===== src/rtl/tick_mon_pkg.sv =====
// tick_mon_pkg: shared state encoding and interval window check for tick_period_monitor
package tick_mon_pkg;
  typedef enum logic [1:0] {IDLE = 2'd0, ACQUIRE = 2'd1, LOCKED = 2'd2} state_e;
  function automatic logic in_window(input int iv, input int exp_p, input int tol);
    return iv >= exp_p - tol && iv <= exp_p + tol;
  endfunction
endpackage


===== src/rtl/tick_interval_cnt.sv =====
// tick_interval_cnt: interval counter, period capture and one-shot timeout for tick_period_monitor
module tick_interval_cnt #(
  parameter int CNT_W = 8,
  parameter int EXP_PERIOD = 4,
  parameter int TOL = 0
) (
  input  logic             clk,
  input  logic             rst,
  input  logic             tick_i,
  input  logic             active_i,
  output logic [CNT_W-1:0] iv_o,
  output logic [CNT_W-1:0] period_o,
  output logic             period_vld_o,
  output logic             evt_o,
  output logic             to_o
);
  localparam logic [CNT_W-1:0] TO_AT = CNT_W'(EXP_PERIOD + TOL);
  logic [CNT_W-1:0] iv_q, iv_d, period_q;
  logic vld_q, to_fired_q, to_fired_d;
  // a tick closing an interval that already timed out is measured but not judged again
  assign evt_o = active_i && tick_i && !to_fired_q;
  assign to_o = active_i && !tick_i && !to_fired_q && iv_q == TO_AT;
  assign iv_o = iv_q;
  assign period_o = period_q;
  assign period_vld_o = vld_q;
  always_comb iv_d = tick_i ? CNT_W'(1) : (active_i && iv_q != '1) ? iv_q + 1'b1 : iv_q;
  always_comb to_fired_d = tick_i ? 1'b0 : to_o ? 1'b1 : to_fired_q;
  always_ff @(posedge clk) begin
    if (rst) begin
      iv_q <= '0;
      period_q <= '0;
      vld_q <= 1'b0;
      to_fired_q <= 1'b0;
    end else begin
      iv_q <= iv_d;
      to_fired_q <= to_fired_d;
      vld_q <= tick_i && active_i;
      if (tick_i && active_i) period_q <= iv_q;
    end
  end
endmodule


===== src/rtl/tick_period_monitor.sv =====
// tick_period_monitor: checks strobe intervals against EXP_PERIOD, tracks lock and counts errors
module tick_period_monitor
  import tick_mon_pkg::*;
#(
  parameter int CNT_W = 8,
  parameter int EXP_PERIOD = 4,
  parameter int TOL = 0,
  parameter int LOCK_CNT = 4,
  parameter int ERR_W = 8
) (
  input  logic             clk,
  input  logic             rst,
  input  logic             tick_in,
  input  logic             clr_err,
  output logic             locked,
  output logic [CNT_W-1:0] period,
  output logic             period_vld,
  output logic             err_pulse,
  output logic [ERR_W-1:0] err_cnt
);
  localparam int GR_W = $clog2(LOCK_CNT + 1);
  state_e state_q;
  logic [GR_W-1:0] good_run_q;
  logic [ERR_W-1:0] err_cnt_q, err_cnt_d;
  logic [CNT_W-1:0] iv;
  logic locked_q, err_pulse_q, evt, to, good, err, last;
  tick_interval_cnt #(.CNT_W(CNT_W), .EXP_PERIOD(EXP_PERIOD), .TOL(TOL)) u_cnt (
    .clk(clk),
    .rst(rst),
    .tick_i(tick_in),
    .active_i(state_q != IDLE),
    .iv_o(iv),
    .period_o(period),
    .period_vld_o(period_vld),
    .evt_o(evt),
    .to_o(to)
  );
  assign good = evt && in_window(int'(iv), EXP_PERIOD, TOL);
  assign err = to || (evt && !good);
  assign last = int'(good_run_q) + 1 == LOCK_CNT;
  assign locked = locked_q;
  assign err_pulse = err_pulse_q;
  assign err_cnt = err_cnt_q;
  always_comb err_cnt_d = clr_err ? '0 : (err && err_cnt_q != '1) ? err_cnt_q + 1'b1 : err_cnt_q;
  always_ff @(posedge clk) begin
    if (rst) begin
      state_q <= IDLE;
      good_run_q <= '0;
      locked_q <= 1'b0;
      err_pulse_q <= 1'b0;
      err_cnt_q <= '0;
    end else begin
      err_pulse_q <= err;
      err_cnt_q <= err_cnt_d;
      case (state_q)
        IDLE: begin
          locked_q <= 1'b0;
          if (tick_in) begin
            state_q <= ACQUIRE;
            good_run_q <= '0;
          end
        end
        ACQUIRE: begin
          locked_q <= good && last;
          if (err) good_run_q <= '0;
          else if (good && last) begin
            state_q <= LOCKED;
            good_run_q <= '0;
          end else if (good) good_run_q <= good_run_q + 1'b1;
        end
        LOCKED: begin
          locked_q <= !err;
          if (err) begin
            state_q <= ACQUIRE;
            good_run_q <= '0;
          end
        end
        default: begin
          state_q <= IDLE;
          locked_q <= 1'b0;
        end
      endcase
    end
  end
endmodule


===== config.mk =====
export PLATFORM = sky130hd
export DESIGN_NAME = tick_period_monitor
export DESIGN_NICKNAME = d
export VERILOG_FILES = /design/src/rtl/tick_mon_pkg.sv /design/src/rtl/tick_interval_cnt.sv /design/src/rtl/tick_period_monitor.sv
export SDC_FILE = /design/constraint.sdc
export NUM_CORES = 1
export LEC_CHECK = 0
export BUFFER_PORTS_ARGS = -buffer_cell sky130_fd_sc_hd__buf_2
export CORE_AREA = 2 2 65 82
export CTS_CLUSTER_DIAMETER = 200
export DETAILED_ROUTE_END_ITERATION = 8
export DIE_AREA = 0 0 67 84
export GPL_ROUTABILITY_DRIVEN = 0
export GPL_TIMING_DRIVEN = 0
export HOLD_SLACK_MARGIN = 0.02
export SETUP_SLACK_MARGIN = 0.05
export SLEW_MARGIN = 0
export SYNTH_ARGS = -nofsm -noshare
export SYNTH_HDL_FRONTEND = slang
export SYNTH_SLANG_ARGS = --single-unit

===== constraint.sdc =====
create_clock -name clk -period 8.05 [get_ports clk]
set_clock_uncertainty 0.15 [all_clocks]
set_input_delay 0.805 -clock clk [delete_from_list [all_inputs] [get_ports clk]]
set_output_delay 0.805 -clock clk [all_outputs]
set_load 0.1 [all_outputs]

==> parameters.txt, run 1 <==
Parameter                              Value

Clock network
  CTS root buffer    clkbuf_8
  Source-to-sink clock delay at the later pin of the worst-skew pair    0.28 ns
  Maximum buffer depth of the clock tree    2
  Number of clock buffers inserted by TritonCTS    5
  Count of clock tree sinks    33
  TritonCTS clock tree    done
  Clock H-tree levels    2
  PostCTS Resize Cnt    0
  Clock-pin slew on the worst setup and hold paths    0.07 ns
  Hold buffer count at cts    0
  Post-CTS setup repair buffer count    0

Yosys
  Yosys warns    0
  Yosys cell types    42
  Async set-reset flop share out of synthesis    0%
  Proportion of synthesized chip area in sequential cells    40.2%
  Count of flip-flops with a built-in enable after synthesis    0
  Total nets after synthesis    212
  Cell area after synthesis    0.00164 mm2
  #FFs+latches synth    33
  Synth Instances    199
  Most used flip-flop cell after synthesis    dfxtp_1
  Synthesized area divided by synthesized cell count    8.26 um2

Detailed routing
  Detailed-router iteration count before antenna repair    4
  Initial DRC count    50
  Detailed-route via count    1436
  Average detailed-routed wire length per instance    11.6 um
  Count of antenna-violating nets left after detailed routing    0
  Via density per instance    4.95
  Total wirelength of the detailed-routed design    3380 um
  Post-route DRC violation count    0

Die
  Starting utilization of the core area    33.3%
  Die Width    67 um
  Core area    0.00493 mm2
  Standard-cell row count    29
  Full die area    0.00563 mm2
  Die extent in y    84 um
  Ports placed on the boundary    23

Placed design
  HPWL after detailed placement    2440 um
  Input/output buffers    22
  Placed Cells    283
  Cell area after placement    0.00183 mm2
  Worst setup slack before clock tree synthesis    5.28 ns

Worst setup path
  Timing startpoint of the critical path    state_q[0]
  Crit Path Max Fanout    9
  RR Startpoint    state_q[0]
  Required time of the critical path    8.11 ns
  CP endpoint kind    register
  Crit start category    register
  Category of the critical setup timing path    reg2reg
  Critical path arrival    2.87 ns

Min path
  Start point of the worst hold path    u_cnt.period_o[6]
  Path type of the worst min-delay path    reg2reg

STA
  Final total negative setup slack    0 ns
  Number of pins with negative max-slew slack in the final report    0
  Worst rel slew slack    44.2%
  Pin slew with the least headroom to its limit    0.826 ns
  Maximum operating frequency    356 MHz
  Unrepaired setup endpoints after global routing    false
  Final setup violation count    0
  Post-layout min period    2.81 ns
  Share of the clock period used by the worst path    34.9%
  Final Worst Setup Slack    5.24 ns
  Number of endpoints with negative hold slack in the final report    0

Power and ir drop
  Relative contribution of combinational cells to total power    35.4%
  Part of the power in the clock network    26.2%
  Pwr Density    250 mW/mm2
  Switching Fraction    37.4%
  Switching power summed over all nets    0.180 mW
  Leakage    0.741 nW
  Total internal power    0.300 mW
  Peak supply drop    0.105 mV
  Sequential share of power    38.4%
  Pwr Total    0.480 mW

Cells and area
  Fill cells    551
  Number of standard cells in the final layout excluding fillers    290
  Nets    241
  Leading cell type in the layout, fill and taps excluded    dfxtp_1
  Fraction of layout cells with a size suffix above 1    19.7%
  Leading cell types in the layout, fill and taps excluded    dfxtp_1, nand2_1, buf_2
  Cell area after layout    0.00192 mm2
  Total inserted antenna cells    0
  Area Overhead vs Synth    16.7%

GRT
  Wire length of the first global-routing pass    5960 um
  Largest net degree at the start of global routing    11
  Number of global-route vias before repair    1368
  Aggregate global-route resource usage    13.6%
  Antenna violations before repair    0
  Global route overflow    0

Outcome
  Status    finished clean

Run
  Maximum capacitance violations    0
==> per-layer routing <==
layer | vias to the layer above | GRT usage (%) | wire length [um]
met4 | 0 | 6.12 | 71
li1 | 751 | - | -
met3 | 6 | 3.91 | 138
met1 | 660 | 15.6 | 1460
met5 | - | 0 | 0
met2 | 19 | 22.7 | 1710
==> worst max-delay path, cell delays in order, from the launching register on <==
cell	delay (ns)
dfxtp_1	0.40
inv_1	0.09
ha_1	0.19
clkbuf_1	0.20
or2_2	0.34
or4_4	0.42
and2_1	0.18
buf_6	0.14
or4_1	0.49
a21oi_1	0.15
==> layout make-up <==
type | count | area, um2 | area share (%)
sequential | 33 | 661 | 34.5
tap | 62 | 77.6 | 4.05
inverter | 9 | 33.8 | 1.76
buffer | 9 | 42.5 | 2.22
timing repair buffer | 22 | 110 | 5.74
multi-input combinational | 148 | 906 | 47.3
clock buffer | 7 | 86.3 | 4.50
==> cell families after synthesis <==
family / share of synthesized area, %
and+or+nand+nor: 28.9
AOI/OAI and AO/OA: 15.0
DFF: 40.2
buffers and inverters: 4.65
adders and majority gates: 6.85
xor gates and xnor gates: 3.73
muxes: 0.609
==> stage by stage <==
stage	utilization [%]	hold slack [ns]
final	38.8	0.302
after global placement	37.1	0.293
after global routing	38.8	0.324
after floorplan	-	0.286
after CTS	38.8	0.305
after detailed placement	37.1	0.295
==> sequential cells by signal, summed over array words and instances, names as in the netlist <==
register	flops
u_cnt.to_fired_q	1
err_cnt	8
u_cnt.period_o	8
u_cnt.period_vld_o	1
err_pulse	1
good_run_q	3
locked	1
u_cnt.iv_o	8
state_q	2
==> power groups by stage <==
stage	sequential (mW)	combinational (mW)	clock (mW)
5_1_grt	0.186	0.191	0.138
3_5_place_dp	0.188	0.169	0
6_report	0.184	0.170	0.126
2_1_floorplan	0.210	0.114	0
3_3_place_gp	0.188	0.169	0
4_1_cts	0.184	0.171	0.131
==> cell usage after synthesis (2+ instances only) <==
cell	instances	share of area (%)
a21oi_1	21	6.4
a31oi_1	2	0.76
and4_1	2	1.1
clkbuf_1	7	1.6
dfxtp_1	33	40
ha_1	9	6.9
inv_1	9	2.1
nand2_1	29	6.6
nand2b_1	2	0.76
nand3_1	8	2.4
nand4_1	2	0.76
nor2_1	16	3.7
nor3_1	2	0.61
nor3b_1	4	1.8
o21ai_0	10	3.0
or2_2	5	1.9
or3_1	3	1.1
or3_2	2	0.91
or3b_2	3	1.6
or4_1	3	1.4
xnor2_1	2	1.1
xor2_1	5	2.7
==> worst paths after layout <==
path / cells past startpoint / slack, ns / end
worst min-delay path: 2 / 0.30 / u_cnt.period_o[6]
worst max-delay path: 9 / 5.24 / err_cnt[7]
worst min register to register: 2 / 0.30 / u_cnt.period_o[6]
worst max register to register: 9 / 5.24 / err_cnt[7]
No activity file was read; power rests on OpenSTA's default activity.
==> run 2, diff against run 1 <==
- ABC_AREA: unset -> 1
- CORE_AREA: 2 2 65 82 -> 2 2 66 84
- DIE_AREA: 0 0 67 84 -> 0 0 68 86
- clock period: 8.05 -> 2.4 ns (I/O delays scaled with it)
==> parameters.txt, run 2 <==
Parameter                              Value

Outcome
  Status    finished clean

STA
  Final total negative setup slack    0 ns (unchanged)
  Final setup violation count    0 (unchanged)
  Maximum operating frequency    476 MHz (+34%)
  Worst rel slew slack    67.2% (+23 points)
  Share of the clock period used by the worst path    87.5% (+53 points)
  Post-layout min period    2.10 ns (-0.711 ns)
  Unrepaired setup endpoints after global routing    false
  Number of endpoints with negative hold slack in the final report    0 (unchanged)
  Final Hold Slack    0.0750 ns (-0.227 ns)
  Number of pins with negative max-slew slack in the final report    0 (unchanged)
  Pin slew with the least headroom to its limit    0.495 ns (-0.331 ns)
  Final Worst Setup Slack    0.300 ns (-4.94 ns)

Yosys
  Leading post-synthesis cells by instance count    nand2_1, dfxtp_1, nor2_1
  Most used flip-flop cell after synthesis    dfxtp_1
  Proportion of synthesized chip area in sequential cells    38.6% (-1.6 points)
  Total nets after synthesis    245 (+16%)
  Count of flip-flops with a built-in enable after synthesis    0 (unchanged)
  Synth Instances    232 (+17%)
  Cell area after synthesis    0.00171 mm2 (+4.3%)
  Cell types occupying the most area after synthesis    dfxtp_1, nand2_1, nor2_1
  Synthesized area divided by synthesized cell count    7.38 um2 (-11%)
  Yosys warns    0 (unchanged)
  Library cell with the highest instance count after synthesis    nand2_1
  Async set-reset flop share out of synthesis    0% (unchanged)
  Yosys cell types    28 (-33%)
  Yosys top cell area share    38.6% (-1.6 points)
  #FFs+latches synth    33 (unchanged)
  Top cell type by total area after synthesis    dfxtp_1

Worst setup path
  Required time of the critical path    2.44 ns (-5.67 ns)
  CP endpoint kind    register
  Critical path arrival    2.14 ns (-0.73 ns)
  Crit Path Max Fanout    5 (-4)
  Category of the critical setup timing path    reg2reg
  Crit start category    register

Power and ir drop
  Peak supply drop    0.689 mV (+550%)
  Pwr Total    2.21 mW (+360%)
  Pwr Density    1090 mW/mm2 (+340%)
  Switching power summed over all nets    1.01 mW (+460%)
  Leakage    0.900 nW (+21%)
  Total internal power    1.20 mW (+300%)
  Switching Fraction    45.7% (+8.2 points)
  Sequential share of power    31.5% (-6.9 points)
  Part of the power in the clock network    24.6% (-1.6 points)
  Relative contribution of combinational cells to total power    43.9% (+8.5 points)

Detailed routing
  Detailed-route via count    1533 (+6.8%)
  Total wirelength of the detailed-routed design    3720 um (+10%)
  Detailed-router iteration count before antenna repair    4 (unchanged)
  Via density per instance    4.73 (-4.4%)
  Average detailed-routed wire length per instance    11.5 um (-1.4%)
  Initial DRC count    64 (+28%)
  Post-route DRC violation count    0 (unchanged)
  Count of antenna-violating nets left after detailed routing    0 (unchanged)

Placed design
  Worst setup slack before clock tree synthesis    0.205 ns (-5.08 ns)
  Cell area after placement    0.00190 mm2 (+4.0%)
  Input/output buffers    22 (unchanged)
  Placed Cells    316 (+12%)
  HPWL after detailed placement    2830 um (+16%)

Cells and area
  Leading cell type in the layout, fill and taps excluded    nand2_1
  Fill cells    538 (-2.4%)
  Fraction of layout cells with a size suffix above 1    21.0% (+1.3 points)
  Number of standard cells in the final layout excluding fillers    324 (+12%)
  Total inserted antenna cells    0 (unchanged)
  Leading cell types in the layout, fill and taps excluded    nand2_1, nor2_1, dfxtp_1
  Multi-input combinational cell area    928 um2 (+2.5%)
  Cell area after layout    0.00202 mm2 (+5.6%)
  Area taken by flip-flops and latches    663 um2 (+0.38%)
  Nets    274 (+14%)
  Utilization of the core after routing    40.4% (+1.6 points)
  Area Overhead vs Synth    18.2%

GRT
  Number of global-route vias before repair    1457 (+6.5%)
  Largest net degree at the start of global routing    11 (unchanged)
  Aggregate global-route resource usage    14.9% (+1.3 points)
  Global route overflow    0 (unchanged)
  Antenna violations before repair    0 (unchanged)
  Wire length of the first global-routing pass    6510 um (+9.3%)

Clock network
  Count of clock tree sinks    33 (unchanged)
  Number of clock buffers inserted by TritonCTS    5 (unchanged)
  Clock H-tree levels    2 (unchanged)
  Source-to-sink clock delay at the later pin of the worst-skew pair    0.29 ns (about the same)
  Hold buffer count at cts    0 (unchanged)
  Post-CTS setup repair buffer count    0 (unchanged)
  TritonCTS clock tree    done
  CTS root buffer    clkbuf_8
  Maximum buffer depth of the clock tree    2 (unchanged)
  Clock-pin slew on the worst setup and hold paths    0.07 ns (about the same)
  PostCTS Resize Cnt    0 (unchanged)

Die
  Ports placed on the boundary    23 (unchanged)
  Core area    0.00501 mm2 (+1.5%)
  Standard-cell row count    29 (unchanged)
  Die extent in y    86 um (+2.4%)
  Full die area    0.00585 mm2 (+3.9%)
  Starting utilization of the core area    34.2% (+0.92 points)
  Die Width    68 um (+1.5%)

Min path
  Path type of the worst min-delay path    in2reg

Run
  Maximum capacitance violations    0 (unchanged)
## run 2: cells by family after synthesis
group	Yosys count	share of synthesized area [%]
xor+xnor	7	3.58
compound gates	39	12.0
flops	33	38.6
fa+ha+maj	9	6.57
buf+inv	32	7.52
simple gates	112	31.8
## run 2: final timing paths
kind / from / end / slack, ns / depth (start not counted)
max reg2reg: state_q[0] / good_run_q[0] / 0.30 / 12
min reg2reg: err_cnt[0] / err_cnt[0] / 0.34 / 1
min: clr_err / err_cnt[3] / 0.08 / 4
max: state_q[0] / good_run_q[0] / 0.30 / 12
## run 2: critical path: stages, from the launching register on
cell     delay, ns
dfxtp_1       0.39
inv_1         0.10
ha_1          0.28
inv_2         0.10
nand2_1       0.15
nor2_2        0.17
nand3_2       0.16
nand2_2       0.13
nor2_1        0.06
nor2_2        0.12
nand3_1       0.09
nand2_1       0.06
nor2_1        0.04
## run 2: routing by layer
metal / wire length (um) / track usage (%)
met2: 1760 / 22.7
met1: 1710 / 19.1
met5: 0 / 0
met4: 119 / 8.73
met3: 138 / 3.02
## run 2: power groups by stage
stage          sequential, mW  combinational, mW  clock [mW]
4_1_cts                 0.698              0.972       0.562
5_1_grt                 0.709               1.07       0.583
2_1_floorplan            1.04              0.462           0
3_3_place_gp            0.708              0.957           0
6_report                0.696              0.970       0.545
3_5_place_dp            0.711              0.964           0
## run 2: area by class of cell
type	instances	share of cell area, %
Timing Repair Buffer	22	5.44
Multi-Input combinational cell	167	45.9
Clock buffer	7	4.26
Sequential cell	33	32.8
Tap cell	62	3.83
Inverter	30	6.00
Buffer	2	0.371
Clock inverter	1	1.48
==> run 3, diff against run 2 <==
- clock period: 2.4 -> 1.7 ns (I/O delays scaled with it)
==> parameters.txt, run 3 (synthesis gave the netlist of run 2 again) <==
Parameter                              Value

Outcome
  Status    complete, but fails checks
  Violated checks    negative setup slack

Die
  Standard-cell row count    29 (unchanged)
  Ports placed on the boundary    23 (unchanged)
  Starting utilization of the core area    34.2% (unchanged)
  Core area    0.00501 mm2 (unchanged)
  Full die area    0.00585 mm2 (unchanged)
  Die extent in y    86 um (unchanged)
  Die Width    68 um (unchanged)

GRT
  Met3 capacity usage during global routing    4.20% (+1.2 points)
  Antenna violations before repair    0 (unchanged)
  Number of global-route vias before repair    1637 (+12%)
  Largest net degree at the start of global routing    11 (unchanged)
  Met1 Use GR    18.2% (-0.86 points)
  Wire length of the first global-routing pass    7130 um (+9.4%)
  Global-route track usage on met2    27.0% (+4.3 points)
  Global route overflow    0 (unchanged)
  Aggregate global-route resource usage    16.0% (+1.1 points)
  GRT busiest layer    met2

Detailed routing
  Via density per instance    4.90 (+3.5%)
  Detailed-router iteration count before antenna repair    4 (unchanged)
  Average detailed-routed wire length per instance    12.6 um (+9.3%)
  Initial DRC count    53 (-17%)
  Total wirelength of the detailed-routed design    4370 um (+17%)
  Post-route DRC violation count    0 (unchanged)
  Count of antenna-violating nets left after detailed routing    0 (unchanged)
  Detailed-route via count    1704 (+11%)

Clock network
  CTS root buffer    clkbuf_8
  Clock H-tree levels    2 (unchanged)
  TritonCTS clock tree    done
  Count of clock tree sinks    33 (unchanged)
  Clock-pin slew on the worst setup and hold paths    0.07 ns (about the same)
  Number of clock buffers inserted by TritonCTS    5 (unchanged)
  Maximum buffer depth of the clock tree    2 (unchanged)
  Source-to-sink clock delay at the later pin of the worst-skew pair    0.29 ns (about the same)

STA
  Unrepaired setup endpoints after global routing    true
  Pin slew with the least headroom to its limit    0.492 ns (-0.00285 ns)
  Maximum operating frequency    587 MHz (+23%)
  Number of pins with negative max-slew slack in the final report    0 (unchanged)
  Final setup violation count    2 (+2)
  Worst rel slew slack    67.4% (+0.19 points)
  Share of the clock period used by the worst path    100% (+13 points)
  Post-layout min period    1.70 ns (-0.397 ns)
  Final Hold Slack    0.00968 ns (-0.0653 ns)
  Final Worst Setup Slack    -0.00374 ns (-0.303 ns)
  Number of endpoints with negative hold slack in the final report    0 (unchanged)

Cells and area
  Fraction of layout cells with a size suffix above 1    46.5% (+26 points)
  Total inserted antenna cells    0 (unchanged)
  Number of standard cells in the final layout excluding fillers    348 (+7.4%)
  Nets    298 (+8.8%)
  Leading cell types in the layout, fill and taps excluded    nand2_1, nor2_1, buf_2
  Leading cell type in the layout, fill and taps excluded    nand2_1
  Fill cells    491 (-8.7%)
  Area Overhead vs Synth    46.5%

Worst setup path
  Reg2Reg Depth    11 (-1)
  Category of the critical setup timing path    reg2reg
  Timing endpoint of the critical path    good_run_q[2]
  Crit start category    register
  Timing startpoint of the critical path    u_cnt.iv_o[1]
  RR Startpoint    u_cnt.iv_o[1]
  Required time of the critical path    1.75 ns (-0.69 ns)
  Setup slack of the most critical reg-to-reg path    -0.004 ns (-0.30 ns)
  Critical path arrival    1.75 ns (-0.39 ns)
  Crit Path Max Fanout    5 (unchanged)
  CP endpoint kind    register
  Capturing point of the worst reg2reg path    good_run_q[2]

Power and ir drop
  Leakage    1.14 nW (+26%)
  Pwr Density    1390 mW/mm2 (+28%)
  Peak supply drop    0.459 mV (-33%)

Placed design
  Worst setup slack before clock tree synthesis    -0.167 ns (-0.372 ns)
  Input/output buffers    22 (unchanged)
  Placed Cells    316 (unchanged)
  HPWL after detailed placement    2840 um (+0.40%)

Run
  Maximum capacitance violations    0 (unchanged)

Min path
  Path type of the worst min-delay path    in2reg
run 3: cell count changes in the layout (fill, tap and decap cells not counted), sizes merged:
cell,delta
clkinv,+2
clkbuf,-2
inv,+1
bufinv,-1
dlygate4sd3,+1
buf,+23
run 3: how the worst min path moves through the flow:
stage | startpoint | end | slack [ns] | cells after the start
global route | rst | state_q[1] | 0.03 | 2
floorplan | rst | state_q[1] | 0.08 | 1
finish | rst | state_q[1] | 0.01 | 2
detailed placement | clr_err | err_cnt[3] | 0.30 | 4
global placement | clr_err | err_cnt[3] | 0.30 | 4
CTS | rst | state_q[1] | 0.02 | 2
run 3: critical path, cell delays in order (launching register included):
cell and delay, ns:
dfxtp_2 0.33, inv_2 0.07, ha_4 0.14, nand3_4 0.11, nor2_4 0.21, nand3_4 0.14
nand2_4 0.11, nor2_4 0.04, nor2_4 0.11, nand3_2 0.08, nand2_1 0.06, nor2_1 0.05
run 3: report_power, final:
part / switching (mW) / total, mW / internal [mW]
sequential: 0.0814 / 0.982 / 0.900
clock: 0.295 / 0.578 / 0.283
combinational: 1.29 / 1.94 / 0.643
total: 1.67 / 3.50 / 1.83
run 3: timing repair:
item,in CTS,in global routing
endpoints found under the hold margin,2,0
pin swaps,12,23
cloned,1,0
resized for setup,25,54
endpoints found under the setup margin,29,28
buffers inserted,13,9
hold buffers,1,0
run 3: metal layers:
layer  wire length [um]  share of wire, %
met4                115               2.6
met3                184               4.2
met5                  0                 0
met2               2230                51
met1               1840                42
run 3: area by class of cell:
cell class              instances  area [um2]  area share, %
multi-input cells             167        1200           47.7
plain buffers                   2        11.3          0.449
inverters                      30         140           5.59
clock inverters                 2        10.0          0.399
clock buffers                   6        72.6           2.89
well taps                      62        77.6           3.09
flip-flops and latches         33         696           27.7
repair inverters                1        11.3          0.449
repair buffers                 45         293           11.7
run 3: through the flow:
step                      cell area (um2)  TNS (ns)  total power [mW]  utilization [%]
after floorplan                      1790   -0.0900              2.14                -
after global placement               1970     -1.61              2.37             39.4
after detailed placement             1970     -1.83              2.37             39.4
after CTS                            2260         0              3.21             45.2
after global routing                 2510    -0.908              3.73             50.1
final                                2510  -0.00646              3.50             50.1
